`src/rtl/game_sequencer.sv`:
```
// ---------------------------------------------------------------------------
// game_sequencer
// Master game FSM for Flappy-VGA. Turns the start and ack buttons into clean
// one-cycle events and drives one start/stop/ack protocol for the X RAM, the
// Y ROM, flight control and the collision/coin logic. It also owns the score,
// the high score, the countdown and the one-hot state flags for the display.
//
// Ports
//   clk          system clock
//   reset_n      asynchronous, active-low reset
//   tick         one-cycle game-tick strobe, synchronous to clk
//   btn_start    raw start button level (asynchronous)
//   btn_ack      raw ack/abort button level (asynchronous)
//   lose         collision level from obstacle_logic
//   coin_hit     coin-collected level from coin_logic
//   start_pulse  one-cycle start to x_ram / y_rom / flight_control
//   stop         freeze level to x_ram / flight_control
//   ack_pulse    one-cycle ack/clear to all game blocks
//   q_idle .. q_over  one-hot state flags
//   countdown    remaining countdown ticks, saturating at 3
//   score        current score, saturating at SCORE_MAX
//   hi_score     best score since reset
//   new_hi       set when the last finished game beat hi_score
// All outputs come straight from flops.
// ---------------------------------------------------------------------------
module game_sequencer #(
  parameter int COUNT_TICKS = 3,
  parameter int DIE_TICKS   = 60,
  parameter int SCORE_W     = 10,
  parameter int SCORE_MAX   = 999
) (
  input  logic               clk,
  input  logic               reset_n,
  input  logic               tick,
  input  logic               btn_start,
  input  logic               btn_ack,
  input  logic               lose,
  input  logic               coin_hit,
  output logic               start_pulse,
  output logic               stop,
  output logic               ack_pulse,
  output logic               q_idle,
  output logic               q_count,
  output logic               q_play,
  output logic               q_dying,
  output logic               q_over,
  output logic [1:0]         countdown,
  output logic [SCORE_W-1:0] score,
  output logic [SCORE_W-1:0] hi_score,
  output logic               new_hi
);

  localparam int CNT_W = 16;

  // One-hot encoding so each state flag is a direct flop output.
  typedef enum logic [4:0] {
    ST_IDLE  = 5'b00001,
    ST_COUNT = 5'b00010,
    ST_PLAY  = 5'b00100,
    ST_DYING = 5'b01000,
    ST_OVER  = 5'b10000
  } state_t;

  state_t             state_q, state_d;
  logic [CNT_W-1:0]   cnt_q, cnt_d;
  logic [CNT_W-1:0]   die_q, die_d;
  logic               start_s1_q, start_s1_d, start_s2_q, start_s2_d;
  logic               start_prev_q, start_prev_d;
  logic               ack_s1_q, ack_s1_d, ack_s2_q, ack_s2_d;
  logic               ack_prev_q, ack_prev_d;
  logic               coin_prev_q, coin_prev_d;
  logic               start_pulse_q, start_pulse_d;
  logic               ack_pulse_q, ack_pulse_d;
  logic               stop_q, stop_d;
  logic [1:0]         countdown_q, countdown_d;
  logic [SCORE_W-1:0] score_q, score_d;
  logic [SCORE_W-1:0] hi_q, hi_d;
  logic               new_hi_q, new_hi_d;
  logic               start_e, ack_e, coin_e;

  // The display only has room for 0..3 on the countdown.
  function automatic logic [1:0] sat_cd(input logic [CNT_W-1:0] v);
    return (v > CNT_W'(3)) ? 2'd3 : v[1:0];
  endfunction

  // Next-state logic: button synchronisers, edge detects and the game FSM.
  always_comb begin
    start_s1_d   = btn_start;
    start_s2_d   = start_s1_q;
    start_prev_d = start_s2_q;
    ack_s1_d     = btn_ack;
    ack_s2_d     = ack_s1_q;
    ack_prev_d   = ack_s2_q;
    coin_prev_d  = coin_hit;

    start_e = start_s2_q & ~start_prev_q;
    ack_e   = ack_s2_q & ~ack_prev_q;
    coin_e  = coin_hit & ~coin_prev_q;

    state_d       = state_q;
    cnt_d         = cnt_q;
    die_d         = die_q;
    stop_d        = stop_q;
    countdown_d   = countdown_q;
    score_d       = score_q;
    hi_d          = hi_q;
    new_hi_d      = new_hi_q;
    start_pulse_d = 1'b0;
    ack_pulse_d   = 1'b0;

    case (state_q)
      ST_IDLE: begin
        stop_d      = 1'b0;
        countdown_d = 2'd0;
        // Ack has priority over a simultaneous start.
        if (ack_e) begin
          ack_pulse_d = 1'b1;
        end else if (start_e) begin
          score_d  = '0;
          new_hi_d = 1'b0;
          if (COUNT_TICKS == 0) begin
            state_d       = ST_PLAY;
            start_pulse_d = 1'b1;
          end else begin
            state_d     = ST_COUNT;
            cnt_d       = CNT_W'(COUNT_TICKS);
            countdown_d = sat_cd(CNT_W'(COUNT_TICKS));
          end
        end
      end

      ST_COUNT: begin
        if (ack_e) begin
          state_d     = ST_IDLE;
          ack_pulse_d = 1'b1;
          stop_d      = 1'b0;
          countdown_d = 2'd0;
        end else if (tick) begin
          if (cnt_q <= CNT_W'(1)) begin
            state_d       = ST_PLAY;
            start_pulse_d = 1'b1;
            cnt_d         = '0;
            countdown_d   = 2'd0;
          end else begin
            cnt_d       = cnt_q - CNT_W'(1);
            countdown_d = sat_cd(cnt_q - CNT_W'(1));
          end
        end
      end

      ST_PLAY: begin
        stop_d = 1'b0;
        if (ack_e) begin
          state_d     = ST_IDLE;
          ack_pulse_d = 1'b1;
        end else begin
          // A coin arriving together with the collision is still counted.
          if (coin_e && (score_q < SCORE_W'(SCORE_MAX))) begin
            score_d = score_q + SCORE_W'(1);
          end
          if (lose) begin
            state_d = ST_DYING;
            stop_d  = 1'b1;
            die_d   = '0;
          end
        end
      end

      ST_DYING: begin
        stop_d = 1'b1;
        if (ack_e) begin
          state_d     = ST_IDLE;
          ack_pulse_d = 1'b1;
          stop_d      = 1'b0;
        end else if (tick) begin
          if (die_q >= CNT_W'(DIE_TICKS - 1)) begin
            state_d = ST_OVER;
            if (score_q > hi_q) begin
              hi_d     = score_q;
              new_hi_d = 1'b1;
            end
          end else begin
            die_d = die_q + CNT_W'(1);
          end
        end
      end

      ST_OVER: begin
        stop_d = 1'b1;
        if (ack_e) begin
          state_d     = ST_IDLE;
          ack_pulse_d = 1'b1;
          stop_d      = 1'b0;
        end
      end

      default: begin
        state_d = ST_IDLE;
        stop_d  = 1'b0;
      end
    endcase
  end

  // All state and outputs, cleared asynchronously by reset_n.
  always_ff @(posedge clk or negedge reset_n) begin
    if (!reset_n) begin
      state_q       <= ST_IDLE;
      cnt_q         <= '0;
      die_q         <= '0;
      start_s1_q    <= 1'b0;
      start_s2_q    <= 1'b0;
      start_prev_q  <= 1'b0;
      ack_s1_q      <= 1'b0;
      ack_s2_q      <= 1'b0;
      ack_prev_q    <= 1'b0;
      coin_prev_q   <= 1'b0;
      start_pulse_q <= 1'b0;
      ack_pulse_q   <= 1'b0;
      stop_q        <= 1'b0;
      countdown_q   <= 2'd0;
      score_q       <= '0;
      hi_q          <= '0;
      new_hi_q      <= 1'b0;
    end else begin
      state_q       <= state_d;
      cnt_q         <= cnt_d;
      die_q         <= die_d;
      start_s1_q    <= start_s1_d;
      start_s2_q    <= start_s2_d;
      start_prev_q  <= start_prev_d;
      ack_s1_q      <= ack_s1_d;
      ack_s2_q      <= ack_s2_d;
      ack_prev_q    <= ack_prev_d;
      coin_prev_q   <= coin_prev_d;
      start_pulse_q <= start_pulse_d;
      ack_pulse_q   <= ack_pulse_d;
      stop_q        <= stop_d;
      countdown_q   <= countdown_d;
      score_q       <= score_d;
      hi_q          <= hi_d;
      new_hi_q      <= new_hi_d;
    end
  end

  assign q_idle      = state_q[0];
  assign q_count     = state_q[1];
  assign q_play      = state_q[2];
  assign q_dying     = state_q[3];
  assign q_over      = state_q[4];
  assign start_pulse = start_pulse_q;
  assign ack_pulse   = ack_pulse_q;
  assign stop        = stop_q;
  assign countdown   = countdown_q;
  assign score       = score_q;
  assign hi_score    = hi_q;
  assign new_hi      = new_hi_q;

endmodule

```
`config.mk`:
```
export PLATFORM = sky130hd
export DESIGN_NAME = game_sequencer
export DESIGN_NICKNAME = d
export VERILOG_FILES = /design/src/rtl/game_sequencer.sv
export SDC_FILE = /design/constraint.sdc
export NUM_CORES = 1
export LEC_CHECK = 0
export CORE_MARGIN = 1
export CORE_UTILIZATION = 50
export DETAILED_ROUTE_END_ITERATION = 10
export PLACE_DENSITY = 0.72
export SYNTH_ARGS = -nofsm -noshare
export SYNTH_HDL_FRONTEND = slang
export SYNTH_SLANG_ARGS = --single-unit
```
`constraint.sdc`:
```
create_clock -name clk -period 6.4 [get_ports clk]
set_input_delay 0.64 -clock clk [delete_from_list [all_inputs] [get_ports clk]]
set_output_delay 0.64 -clock clk [all_outputs]
set_load 0.03 [all_outputs]
```
Word-level counts from Yosys, hierarchy flattened
Index checks and enable logic that the tools add are counted.
W data, S select, Z words.
{"block": "classes", "addsub": 3, "mul": 0, "div_mod_pow": 0, "magnitude_cmp": 5, "eq_ne": 24, "shift": 0, "mux": 54, "bitwise": 7, "reduce_logical": 14}
{"cell": "$mux W16", "n": 10}
{"cell": "$pmux W16 S2", "n": 2}
{"cell": "$mux W5", "n": 11}
{"cell": "$mux W10", "n": 4}
{"cell": "$ne A2 B2 Y1 const B", "n": 14}
{"cell": "$pmux W5 S5", "n": 1}
{"cell": "$pmux W10 S2", "n": 1}
{"cell": "$add A16 B1 Y16 const B", "n": 1}
{"cell": "$ge A16 B6 Y1 const B", "n": 1}
{"cell": "$gt A16 B2 Y1 const B", "n": 1}
{"cell": "$le A16 B1 Y1 const B", "n": 1}
{"cell": "$mux W1", "n": 16}
{"cell": "$sub A16 B1 Y16 const B", "n": 1}
{"cell": "$ne A3 B3 Y1 const B", "n": 5}
{"cell": "$reduce_and A5 Y1", "n": 3}
{"cell": "$mux W2", "n": 6}
{"cell": "$add A10 B1 Y10 const B", "n": 1}
{"cell": "$gt A10 B10 Y1", "n": 1}
{"cell": "$lt A10 B10 Y1 const B", "n": 1}
{"cell": "$reduce_and A8 Y1", "n": 1}
{"cell": "$reduce_bool A2 Y1", "n": 4}
{"cell": "$reduce_and A7 Y1", "n": 1}
{"cell": "$reduce_and A6 Y1", "n": 1}
{"cell": "$eq A5 B1 Y1 const B", "n": 1}
{"cell": "13 further kinds", "n": 18}
{"block": "totals", "regBits": 70, "latch_bits": 0, "ramBits": 0, "mem_bits_ro": 0, "inputBits": 7, "out_inout_bits": 31, "wordCells": 124, "memories": 0}

Depth between registers and ports, before layout
Gate-level depths: netlist of the first run.
{"block": "logic_depth", "depth_word": 7, "depth_mapped": 10, "depth_no_buf": 7}

Worst setup path after synthesis of the first run
OpenSTA, ideal clock, no wires.
{"block": "synth_path", "path_type": "register to register", "startpoint": "reg score_q[3], in the netlist score[3]", "endpoint": "reg hi_q[0], in the netlist hi_score[0]", "setup_ns": 0.128, "arrival_time_ns": 2.273, "required_time_ns": 6.272, "path_slack_ns": 4.000, "stages_incl_launch_ff": 8, "n_path_buf": 1, "synth_period_minus_slack_ns": 2.400, "cell_sequence": "dfrtp_1 -> ha_1 -> a21o_1 -> a21oi_1 -> nor2b_1 -> o311ai_1 -> clkbuf_1 -> mux2_1"}
{"block": "synth_via", "elab_chain_len": 2}
{"item": "start, declared", "line_no": "76", "text": "logic [SCORE_W-1:0] score_q, score_d;"}
{"item": "start signal, assigned", "line_no": "239", "text": "score_q <= score_d;"}
{"item": "$gt A10 B10 Y1", "line_no": "178", "text": "if (score_q > hi_q) begin"}
{"item": "$reduce_and A5 Y1 (no source line)"}
{"item": "end signal, assigned", "line_no": "240", "text": "hi_q <= hi_d;"}
{"item": "end, declared", "line_no": "77", "text": "logic [SCORE_W-1:0] hi_q, hi_d;"}
No other way between the ends.
A chain may end at the register's enable or synchronous reset.

Worst setup path after layout of the first run
{"block": "layout_path", "startpoint": "reg state_q[2]", "endpoint": "reg cnt_q[10]"}
{"block": "layout_via", "elab_chain_len": 3, "word_cells_on_any_way": 9, "cone_classes": "6 x eq/ne; 1 x mux; 2 x reduce/logical"}
{"item": "start, declared", "line_no": "64", "text": "state_t state_q, state_d;"}
{"item": "start signal, assigned", "line_no": "225", "text": "state_q <= state_d;"}
{"item": "$eq A5 B2 Y1 / $eq A5 B1 Y1 (equally long branches)", "line_no": "111", "text": "case (state_q)"}
{"item": "$ne A2 B2 Y1 (no source line) / $reduce_bool A2 Y1 (equally long branches)"}
{"item": "$reduce_and A5 Y1 (no source line)"}
{"item": "end signal, assigned", "line_no": "226", "text": "cnt_q <= cnt_d;"}
{"item": "end, declared", "line_no": "65", "text": "logic [CNT_W-1:0] cnt_q, cnt_d;"}
Several ways; a longest one is shown, not always the timed one.

==> run_results.csv, run 1 <==
group,metric,value,unit
logic_synthesis,async_flop_share,100,%
grt,grtUsageTotal,23.1,%
sta,clock_skew,0.0125,ns
die,pin_count,38,
grt,grt_use_met1,32.8,%
detailed_routing,route.detailed.drc,0,
setup_path,critPathCaptureType,"flip-flop",
run_status,outcome,"complete, no violations",
logic_synthesis,ys.flop_type,"dfrtp_1",
detailed_routing,via_per_inst,6.01,
logic_synthesis,yosysTopAreaCell,"dfrtp_1",
setup_path,path_delay_family,"compound AO/OA/AOI/OAI gates",
logic_synthesis,ys_ff_latch,70,
layout,nets,473,
logic_synthesis,synth_edf_count,0,
grt,antenna_found_initial,0,
layout,syn2layout_area_growth,15.0,%
grt,grt_pass1_vias,3107,
power,peakVddDrop,0.148,mV
grt,grt_util_met2,34.7,%
layout,fin_cells,559,
clocking,cts_resized,0,
clocking,post_cts_buffers,0,
grt,gr-usage-met3,4.36,%
clocking,hold_buffers,0,
clocking,numCtsBuffers,9,
setup_path,crit_arrival,2.91,ns
clocking,htree_levels,3,
die,dieArea,0.00831,sq mm
clocking,clkSinkCount,70,
layout,final_layout_size_suffix_gt1_share,7.66,%
place,gp_congestion,0.815,
grt,grt_pass1_wl,15.1,mm
detailed_routing,first_pass_iters,5,
logic_synthesis,avgSynthCellArea,9.35,sq um
die,initial_utilization,51.4,%
sta,clock.fmax,374,MHz
detailed_routing,final_antenna_net_count,0,
logic_synthesis,yosys_warnings,0,
clocking,cts_root_buffer,"clkbuf_8",
clocking,clk_pin_slew,0.08,ns
sta,slew_viol_final,0,
setup_path,slowest_stage,"a21oi_2",
sta,rsz0062_at_grt,"no",
logic_synthesis,synth_top_cells_by_area,"dfrtp_1 (43%), ha_1 (4.4%), nor2_1 (3.2%), a21oi_1 (2.8%), nand2_1 (2.6%)",
die,core_area,0.00773,sq mm
setup_path,cp_slowest_stage_delay,0.58,ns
layout,final_area,0.00457,sq mm
logic_synthesis,synthCells,425,
sta,worstMarginPinSlew,1.03,ns
place,dp_hpwl,5.93,mm
logic_synthesis,ys_seq_area_share,44.1,%
logic_synthesis,synthTopCellsByCount,"dfrtp_1 (69), nor2_1 (34), nand2_1 (28)",
sta,setup_viol,0,
logic_synthesis,synth_top_area_share,43.4,%
clocking,clock_latency,0.35,ns
sta,fin_hold_ws,0.350,ns
sta,final-hold-violation-count,0,
detailed_routing,wl_per_cell,15.6,microns
layout,nFillCells,679,
run,drv_cap,0,
power,p_per_area,188,mW/mm^2
sta,slew_headroom,30.9,%
logic_synthesis,netlist_area,0.00398,sq mm
logic_synthesis,synth_nets,446,
clocking,cts_tree,"built",
place,dpl_cell_area,0.00439,sq mm
sta,min_period,2.67,ns
layout,diodes,0,
setup_path,crit_required,6.64,ns
power,total_leakage_power,2.04,nW
detailed_routing,wirelength,8.72,mm
die,die_h,91.2,microns
sta,tns,0,ns
logic_synthesis,synth_cell_type_count,62,
clocking,clock_path_buffers,2,
setup_path,crit_fanout,16,
setup_path,r2r_setup_slack,3.73,ns
die,row_count,32,
worst_hold_path,hold_class,"reg2reg",
setup_path,startpoint_type,"flip-flop",
place,portBuffers,37,
setup_path,cp_num_buf_inv,0,
detailed_routing,drtIter0Drc,177,
grt,top_usage_layer,"met2",
setup_path,crit_type,"reg2reg",
sta,fin_crit_sh,41.7,%
setup_path,path_cells,"or3_4, or3b_4, a21oi_2, a21bo_1, a22o_1",
place,dp.cells,543,
die,die_w,91.2,microns
logic_synthesis,yosysMostFrequentCell,"dfrtp_1",
grt,overflow,0,
detailed_routing,via_count,3362,
grt,grt_start_max_net_pins,71,
path summary, 6_finish.rpt:
check,from,endpoint,depth (start not counted)
worst max-delay path,state_q[2],cnt_q[10],5
worst min-delay path,ack_s1_q,ack_prev_d,0
worst max register to register,state_q[2],cnt_q[10],5
worst min register to register,ack_s1_q,ack_prev_d,0
max in group asynchronous,reset_n,cnt_q[0],2
min in group asynchronous,reset_n,hi_score[8],2
cells in the final DEF (no fill, tap or decap), drive strengths merged, types with 12 or more instances in the layout:
| master | instances |
|---|---|
| dfrtp | 69 |
| clkdlybuf4s50 | 36 |
| nor2 | 34 |
| o21ai | 29 |
| nand2 | 28 |
| a21oi | 23 |
| nor3 | 19 |
| inv | 18 |
| ha | 14 |
| nand3 | 13 |
| clkbuf | 13 |
| nor4 | 13 |
| mux2 | 12 |
cell families (layout without fill, tap and decap cells):
kind of cell             after synthesis  after routing  synth area share, %
AND/OR/NAND/NOR                      171            171                 23.8
XOR/XNOR                               3              3                0.661
AO/OA/AOI/OAI                        111            111                 18.7
multiplexers                          14             14                 3.90
adder cells (fa/ha/maj)               14             14                 4.41
buffers and inverters                 42             74                 4.38
flip-flops                            70             70                 44.1
stage by stage:
step | setup slack (ns) | utilization [%] | total power, mW
floorplan | 4.00 | - | 0.504
global route | 3.47 | 59.2 | 0.896
global placement | 3.66 | 56.8 | 0.532
finish | 3.73 | 59.2 | 0.861
CTS | 3.76 | 59.2 | 0.870
detailed placement | 3.65 | 56.8 | 0.533
routing by layer:
layer | wire, microns | share of wire, %
met3 | 441 | 5.1
met4 | 163 | 1.9
met5 | 0 | 0
met2 | 3970 | 45
met1 | 4150 | 48
power by group:
group	switching, mW	total, mW	internal [mW]
Combinational	0.0420	0.0668	0.0248
Clock	0.166	0.337	0.171
Sequential	0.00824	0.457	0.449
Total	0.216	0.861	0.645
sequential cells by signal, summed over array words and instances, names as in the netlist:
signal	count
ack_prev_d	1
ack_prev_q	1
ack_pulse	1
ack_s1_q	1
cnt_q	16
coin_prev_q	1
countdown	2
die_q	16
hi_score	10
new_hi	1
score	10
start_prev_d	1
start_prev_q	1
start_pulse	1
start_s1_q	1
state_q	5
stop	1
final cells by class:
cell class	count	area, sq um	area share, %
Clock inverter	3	17.5	0.383
Tap cell	102	128	2.79
Clock buffer	13	169	3.69
Sequential cell	70	1750	38.3
Multi-Input combinational cell	313	2050	44.8
Timing Repair Buffer	40	388	8.48
Inverter	18	67.6	1.48
No activity file was read; power rests on OpenSTA's default activity.
==> inputs of run 2 (changes only) <==
Clock period 6.4 ns to 2.73 ns, I/O delays scaled along.
==> run_results.csv, run 2 (synthesis gave the netlist of run 1 again) <==
group,metric,value,unit
setup_path,crit_type,"reg2reg",
grt,grt_start_max_net_pins,71,
clocking,clkSinkCount,70,
layout,finalCoreUtilization,60.9,%
clocking,htree_levels,3,
clocking,cts_root_buffer,"clkbuf_8",
power,p_per_area,446,mW/mm^2
detailed_routing,final_antenna_net_count,0,
place,portBuffers,37,
setup_path,cp_slowest_stage_delay,0.81,ns
detailed_routing,drtIter0Drc,192,
clocking,cts_tree,"built",
layout,final_layout_size_suffix_gt1_share,9.98,%
run,drv_cap,0,
setup_path,startpoint_type,"flip-flop",
setup_path,slowest_stage,"a21oi_1",
sta,setup_viol,0,
layout,fin_cells,573,
layout,reg.largest.list,"cnt_q (16), die_q (16)",
die,die_h,91.2,microns
layout,regArea,0.00175,sq mm
place,gp_congestion,0.868,
sta,clock_skew,0.0116,ns
layout,nets,487,
sta,tns,0,ns
clocking,numCtsBuffers,9,
power,peakVddDrop,0.335,mV
sta,final-hold-violation-count,0,
sta,slew_viol_final,0,
grt,grt_pass1_vias,3263,
layout,final_area,0.00471,sq mm
detailed_routing,wirelength,9.06,mm
clocking,clock_latency,0.34,ns
die,row_count,32,
place,dpl_cell_area,0.00450,sq mm
grt,antenna_found_initial,0,
sta,fin_hold_ws,0.355,ns
detailed_routing,via_count,3398,
grt,overflow,0,
power,power.total,2.10,mW
worst_hold_path,hold_class,"reg2reg",
sta,worstMarginPinSlew,1.01,ns
layout,final_cell_mix,"dfrtp_1 (69), clkdlybuf4s50_1 (36), nor2_1 (34)",
sta,fin_crit_sh,87.7,%
power,total_leakage_power,2.12,nW
setup_path,path_cells,"nor2b_1, nand4_1, a21oi_1, a21boi_0, o21ai_1",
die,pin_count,38,
detailed_routing,first_pass_iters,5,
die,core_area,0.00773,sq mm
grt,grtUsageTotal,23.7,%
clocking,clock_path_buffers,2,
grt,grt_pass1_wl,15.6,mm
setup_path,critPathCaptureType,"flip-flop",
clocking,clk_pin_slew,0.07,ns
setup_path,crit_required,2.99,ns
place,dp.cells,556,
die,initial_utilization,51.4,%
layout,syn2layout_area_growth,18.4,%
sta,min_period,2.39,ns
die,dieArea,0.00831,sq mm
setup_path,cp_num_buf_inv,0,
layout,nFillCells,664,
place,dp_hpwl,6.26,mm
detailed_routing,wl_per_cell,15.8,microns
setup_path,crit_fanout,14,
sta,slew_headroom,32.4,%
detailed_routing,via_per_inst,5.93,
layout,multi_input_comb_area,0.00205,sq mm
sta,rsz0062_at_grt,"no",
layout,diodes,0,
sta,clock.fmax,418,MHz
sta,worst_slack,0.336,ns
die,die_w,91.2,microns
place,place_ws,0.356,ns
detailed_routing,route.detailed.drc,0,
layout,final_common_cell,"dfrtp_1",
setup_path,crit_arrival,2.66,ns
run_status,outcome,"complete, no violations",
setup_path,path_delay_family,"compound AO/OA/AOI/OAI gates",
-- run 2: cell count changes in the layout (fill, tap and decap cells not counted) --
cell,change
dlygate4sd3_1,+1
buf_4,+12
clkbuf_8,-1
clkbuf_1,+1
clkinv_2,-1
bufinv_16,+1
buf_12,+1
-- run 2: final cells by class --
type / instances / share of cell area [%]
Tap cell: 102 / 2.71
Multi-Input combinational cell: 313 / 43.6
Timing Repair Buffer: 54 / 10.8
Sequential cell: 70 / 37.2
Clock buffer: 13 / 3.37
Inverter: 18 / 1.44
Clock inverter: 3 / 0.904
-- run 2: report_power, final --
part | switching, mW | leakage, nW | internal (mW) | total (mW)
registers | 0.0163 | 0.940 | 1.05 | 1.07
logic | 0.106 | 1.08 | 0.0671 | 0.173
clock network | 0.387 | 0.0996 | 0.472 | 0.859
-- run 2: final timing paths --
kind                       slack (ns)       start     endpoint  cells past startpoint
min in group asynchronous        0.47     reset_n  hi_score[9]                      3
hold reg to reg                  0.35    ack_s1_q   ack_prev_d                      0
setup reg to reg                 0.34  state_q[1]    cnt_q[11]                      5
hold / removal                   0.35    ack_s1_q   ack_prev_d                      0
max in group asynchronous        1.90     reset_n   state_q[0]                      3
setup / recovery                 0.34  state_q[1]    cnt_q[11]                      5
-- run 2: per-layer routing --
metal / vias up / global-route usage, % / routed length, microns / share of wire [%]
met3: 9 / 4.77 / 542 / 6.0
met1: 1626 / 33.1 / 4190 / 46
li1: 1649 / - / - / -
met2: 114 / 36.6 / 4210 / 46
met4: 0 / 8.33 / 110 / 1.2
met5: - / 0 / 0 / 0
-- run 2: timing repair --
action,CTS,global route
gates resized for setup,0,0
hold buffers,1,0
setup buffers,0,0
endpoints found under the hold margin,69,0
==> RTL change 1: new RTL, config.mk and constraints of run 1 <==
Register the inputs `btn_start` and `btn_ack` before use. The logic sees them one clock later. The other inputs are not delayed to match.
--- a/src/rtl/game_sequencer.sv
+++ b/src/rtl/game_sequencer.sv
@@ -61,6 +61,14 @@
     ST_OVER  = 5'b10000
   } state_t;
 
+  logic btn_start_q;
+  logic btn_ack_q;
+
+  always_ff @(posedge clk) begin
+    btn_start_q <= btn_start;
+    btn_ack_q   <= btn_ack;
+  end
+
   state_t             state_q, state_d;
   logic [CNT_W-1:0]   cnt_q, cnt_d;
   logic [CNT_W-1:0]   die_q, die_d;
@@ -85,10 +93,10 @@
 
   // Next-state logic: button synchronisers, edge detects and the game FSM.
   always_comb begin
-    start_s1_d   = btn_start;
+    start_s1_d   = btn_start_q;
     start_s2_d   = start_s1_q;
     start_prev_d = start_s2_q;
-    ack_s1_d     = btn_ack;
+    ack_s1_d     = btn_ack_q;
     ack_s2_d     = ack_s1_q;
     ack_prev_d   = ack_s2_q;
     coin_prev_d  = coin_hit;
Check against the original RTL: not equivalent (Yosys sat finds a counterexample within 4 cycles, from zero or initial values and one cycle with reset_n low).
==> RTL change 1 against run 1 <==
Combinational power grew 1%; area after synthesis is 1.0% higher; final area rose by 1.3%; final cell count rose by 0.18%; sequential cell count rose by 2; non-clock buffer count did not move; setup slack got worse by 0.016 ns; routed wire length up 1.7%; largest power group unchanged; sequential power increased by 3%; total power is 5.0% higher; die area up 0.98%; via count shrank 0.77%.
==> RTL change 1: results (changes against run 1) <==
- Wirelength per Cell: 15.8 µm (+1.6%)
- Seq/Total Area, Yosys: 44.7% (+0.56 points)
- Async set-reset flop share out of synthesis: 97.2% (-2.8 points)
- CP delay by family, top: compound AO/OA/AOI/OAI gates
- Largest stage delay, worst path: 0.59 ns
- Worst skew pair latency: 0.34 ns
- Net count, final: 475 (+0.42%)
- CP arrival: 2.91 ns (about the same)
- Post-synthesis net count: 448 (+0.45%)
- DRC errors left: 0 (unchanged)
- Synth Area in XOR/XNOR: 0.654% (-0.0066 points)
- DRT iter0 DRCs: 127 (-28%)
- Iteration count of the initial detailed-routing pass: 4 (-1)
- Fraction of layout cells with a size suffix above 1: 7.64% (-0.017 points)
- Max VDD drop: 0.136 mV (-7.9%)
- # fillers: 671 (-1.2%)
- Top post-synthesis cells by count: 69 x dfrtp_1, 34 x nor2_1, 28 x nand2_1
- Final wirelength: 8870 µm (+1.7%)
- Met3 Track Usage GR: 4.73% (+0.37 points)
- Part of the cycle the worst path needs: 42.0% (+0.25 points)
- H-tree depth: 3 (unchanged)
- Routability cong.: 0.864 (+6.0%)
- M2 GR Usage: 35.0% (+0.30 points)
- GRT Total Usage: 22.4% (-0.68 points)
- Met3 wire length: 446 µm (+1.1%)
- DP Area: 4430 µm² (+0.91%)
- Adder-Cell Fraction of Synth Area: 4.36% (-0.044 points)
- Vias: 3336 (-0.77%)
- Met2 Wirelength: 4060 µm (+2.4%)
- Rel. slew slack: 31.0% (+0.16 points)
- DP Wirelength: 6030 µm (+1.8%)
- Max layer used: met4
- CP max stage cell: a21oi_2
- CTS max path bufs: 2 (unchanged)
- First-pass GRT wire length: 14900 µm (-1.5%)
- HP Start: ack_s1_d
- Util after Layout: 59.9% (+0.76 points)
- Final setup skew: 0.0116 ns (-0.000829 ns)
- GR Util met1: 31.2% (-1.6 points)
- Placed Cells: 545 (+0.37%)
- Mux share of post-synthesis cell area: 3.86% (-0.039 points)
- Hold path endpoint: ack_s1_q
- WL met1: 4300 µm (+3.8%)
- Sw frac: 23.0% (-2.0 points)
- Dpl ws: 3.59 ns (-0.0541 ns)
- R2r setup slk: 3.71 ns (-0.02 ns)
- Distinct cells, synth: 63 (+1.6%)
- Syn_area_per_cell: 9.40 µm² (+0.53%)
- Compound-cell area share of the yosys netlist: 18.5% (-0.19 points)
- R2r startpoint: state_q[2]
- Hold_ws: 0.328 ns (-0.0222 ns)
- Cell leakage power: 2.07 nW (+1.5%)
- Top flop regs: cnt_q x16, die_q x16
- Outcome: completed
- Synth top area cells: dfrtp_1 43%, ha_1 4.4%, nor2_1 3.2%, a21oi_1 2.7%, nand2_1 2.6%
-- RTL change 1: worst reg2reg max path, cell delays in order, from the launching register on --
cell and delay [ns]:
dfrtp_1 0.55, or3_4 0.47, or3b_4 0.46, a21oi_2 0.59, a21bo_1 0.28, a22o_1 0.22
-- RTL change 1: final cells by class --
class / count / area share [%]
clock inverters: 3 / 0.864
well taps: 102 / 2.76
repair buffers: 40 / 8.37
inverters: 18 / 1.46
multi-input cells: 313 / 44.3
clock buffers: 12 / 3.57
flip-flops and latches: 72 / 38.7
-- RTL change 1: power groups by stage --
stage | clock (mW) | sequential [mW] | combinational [mW]
after global placement | 0 | 0.479 | 0.0667
after detailed placement | 0 | 0.479 | 0.0680
final | 0.366 | 0.470 | 0.0676
after CTS | 0.376 | 0.470 | 0.0682
after global routing | 0.392 | 0.471 | 0.0746
after floorplan | 0 | 0.481 | 0.0363
==> RTL change 2: new RTL, settings of run 1 <==
Without the edit above. Set the parameter `DIE_TICKS` to 45 (it was 60).
--- a/src/rtl/game_sequencer.sv
+++ b/src/rtl/game_sequencer.sv
@@ -25,7 +25,7 @@
 // ---------------------------------------------------------------------------
 module game_sequencer #(
   parameter int COUNT_TICKS = 3,
-  parameter int DIE_TICKS   = 60,
+  parameter int DIE_TICKS   = 45,
   parameter int SCORE_W     = 10,
   parameter int SCORE_MAX   = 999
 ) (
Behaviour: same outputs for any inputs over 10 cycles, from zero or initial values and one cycle with reset_n low; that may be too few to reach the edited logic, so the function may still have changed.
==> RTL change 2 against run 1 <==
Area after synthesis shrank 1.8%; final area shrank 1.5%; highest routed layer unchanged; routed wire length shrank 5.3%; largest cell class unchanged; setup slack lost 0.060 ns; sequential cell count is the same; die area shrank 1.8%; first-iteration DRC count grew 8.5%; maximum frequency shrank 2.2%; critical endpoint is now cnt_q[3].
Power is not compared: it rests on default switching activity, and its combinational part moved more than twofold at a synthesized area within 25%.
==> RTL change 2: results (changes against run 1) <==
- Syn_area_per_cell: 9.64 µm² (+3.1%)
- Clock input transition at the sequential cells of the worst setup and hold paths: 0.08 ns (about the same)
- Largest net degree at the start of global routing: 71 (unchanged)
- First-pass GRT wire length: 14500 µm (-4.4%)
- Post-CTS Setup Bufs: 0 (unchanged)
- Top post-synthesis cells by count: 69 x dfrtp_1, 45 x nor2_1, 37 x nand2_1
- DRT iter0 DRCs: 192 (+8.5%)
- Final wirelength: 8260 µm (-5.3%)
- CP arrival: 2.97 ns (+0.06 ns)
- HP Start: ack_s1_q
- Post-synthesis net count: 427 (-4.3%)
- Routability cong.: 0.852 (+4.5%)
- Iteration count of the initial detailed-routing pass: 4 (-1)
- Top flop regs: cnt_q x16, die_q x16
- Critical Path Sink: cnt_q[3]
- Distinct cells, synth: 73 (+18%)
- Setup ws final: 3.67 ns (-0.0602 ns)
- Placed Cells: 527 (-2.9%)
- CP max stage cell: a21oi_1
- Final setup skew: 0.0106 ns (-0.00186 ns)
- # fillers: 632 (-6.9%)
- Initial antenna violation count: 0 (unchanged)
- Vias in the first global route: 3050 (-1.8%)
- H-tree depth: 3 (unchanged)
- DR vias/cell: 5.82 (-3.3%)
- Synth top area cells: dfrtp_1 44%, ha_1 4.8%, nor2_1 4.3%, o21ai_0 4.1%, nand2_1 3.6%
- Largest stage delay, worst path: 0.97 ns (+0.39 ns)
- # diodes: 0 (unchanged)
- Wirelength per Cell: 15.2 µm (-2.3%)
- Fraction of layout cells with a size suffix above 1: 11.7% (+4.1 points)
- Worst slew pin tran: 1.18 ns (+0.152 ns)
- Async set-reset flop share out of synthesis: 100% (unchanged)
- DP Area: 4320 µm² (-1.5%)
- R2r startpoint: state_q[4]
- Outcome: completed
- DP Wirelength: 5790 µm (-2.2%)
- Cell leakage power: 2.03 nW
- Net count, final: 461 (-2.5%)
- GRT Total Usage: 22.1% (-0.94 points)
- Seq/Total Area, Yosys: 44.9% (+0.81 points)
- Dpl ws: 3.51 ns (-0.134 ns)
-- RTL change 2: cell count changes after synthesis, moves of 6 or more --
cell	before	now
o21ai_0	12	32
o21ai_1	17	2
clkbuf_1	17	5
nor2_1	34	45
a22o_1	10	0
mux2_4	0	9
nand2_1	28	37
nor3_1	19	10
o21a_1	10	1
mux2_1	8	0
a31oi_1	3	10
xor2_1	1	8
nand3_1	13	7
or4_1	7	1
-- RTL change 2: cells by family (layout without fill, tap and decap cells) --
kind of cell / Yosys count / after routing / share of synthesized area [%]
simple gates: 166 / 166 / 23.5
compound gates: 92 / 92 / 15.5
flops: 70 / 70 / 44.9
buf+inv: 39 / 77 / 4.62
fa+ha+maj: 15 / 15 / 4.81
xor+xnor: 12 / 12 / 2.69
mux: 11 / 11 / 4.01
-- RTL change 2: per-layer routing --
metal	GRT usage, %	wire length (µm)
met5	0	0
met1	28.8	3780
met3	3.45	340
met4	11.3	193
met2	35.8	3950
-- RTL change 2: metrics by stage --
stage	util, %	hold WS, ns
floorplan	-	0.331
global route	60.8	0.373
global placement	58.3	0.333
finish	60.8	0.354
CTS	60.8	0.360
detailed placement	58.3	0.336
-- RTL change 2: worst reg2reg max path, delay by kind of cell (launching register included) --
family	cells	cell delay, ns
simple gates	2	0.64
flops	1	0.50
compound gates	3	1.49
-- RTL change 2: area by class of cell --
cell class,instances,area share [%]
multi-input cells,296,43.8
inverters,23,1.92
repair buffers,39,8.44
clock inverters,5,1.11
flip-flops and latches,70,38.9
well taps,99,2.75
clock buffers,10,3.05
-- RTL change 2: where the power goes --
part	internal, mW	leakage [nW]	switching, mW
registers	0.475	0.944	0.0405
logic	0.128	0.981	0.212
clock network	0.186	0.102	0.169
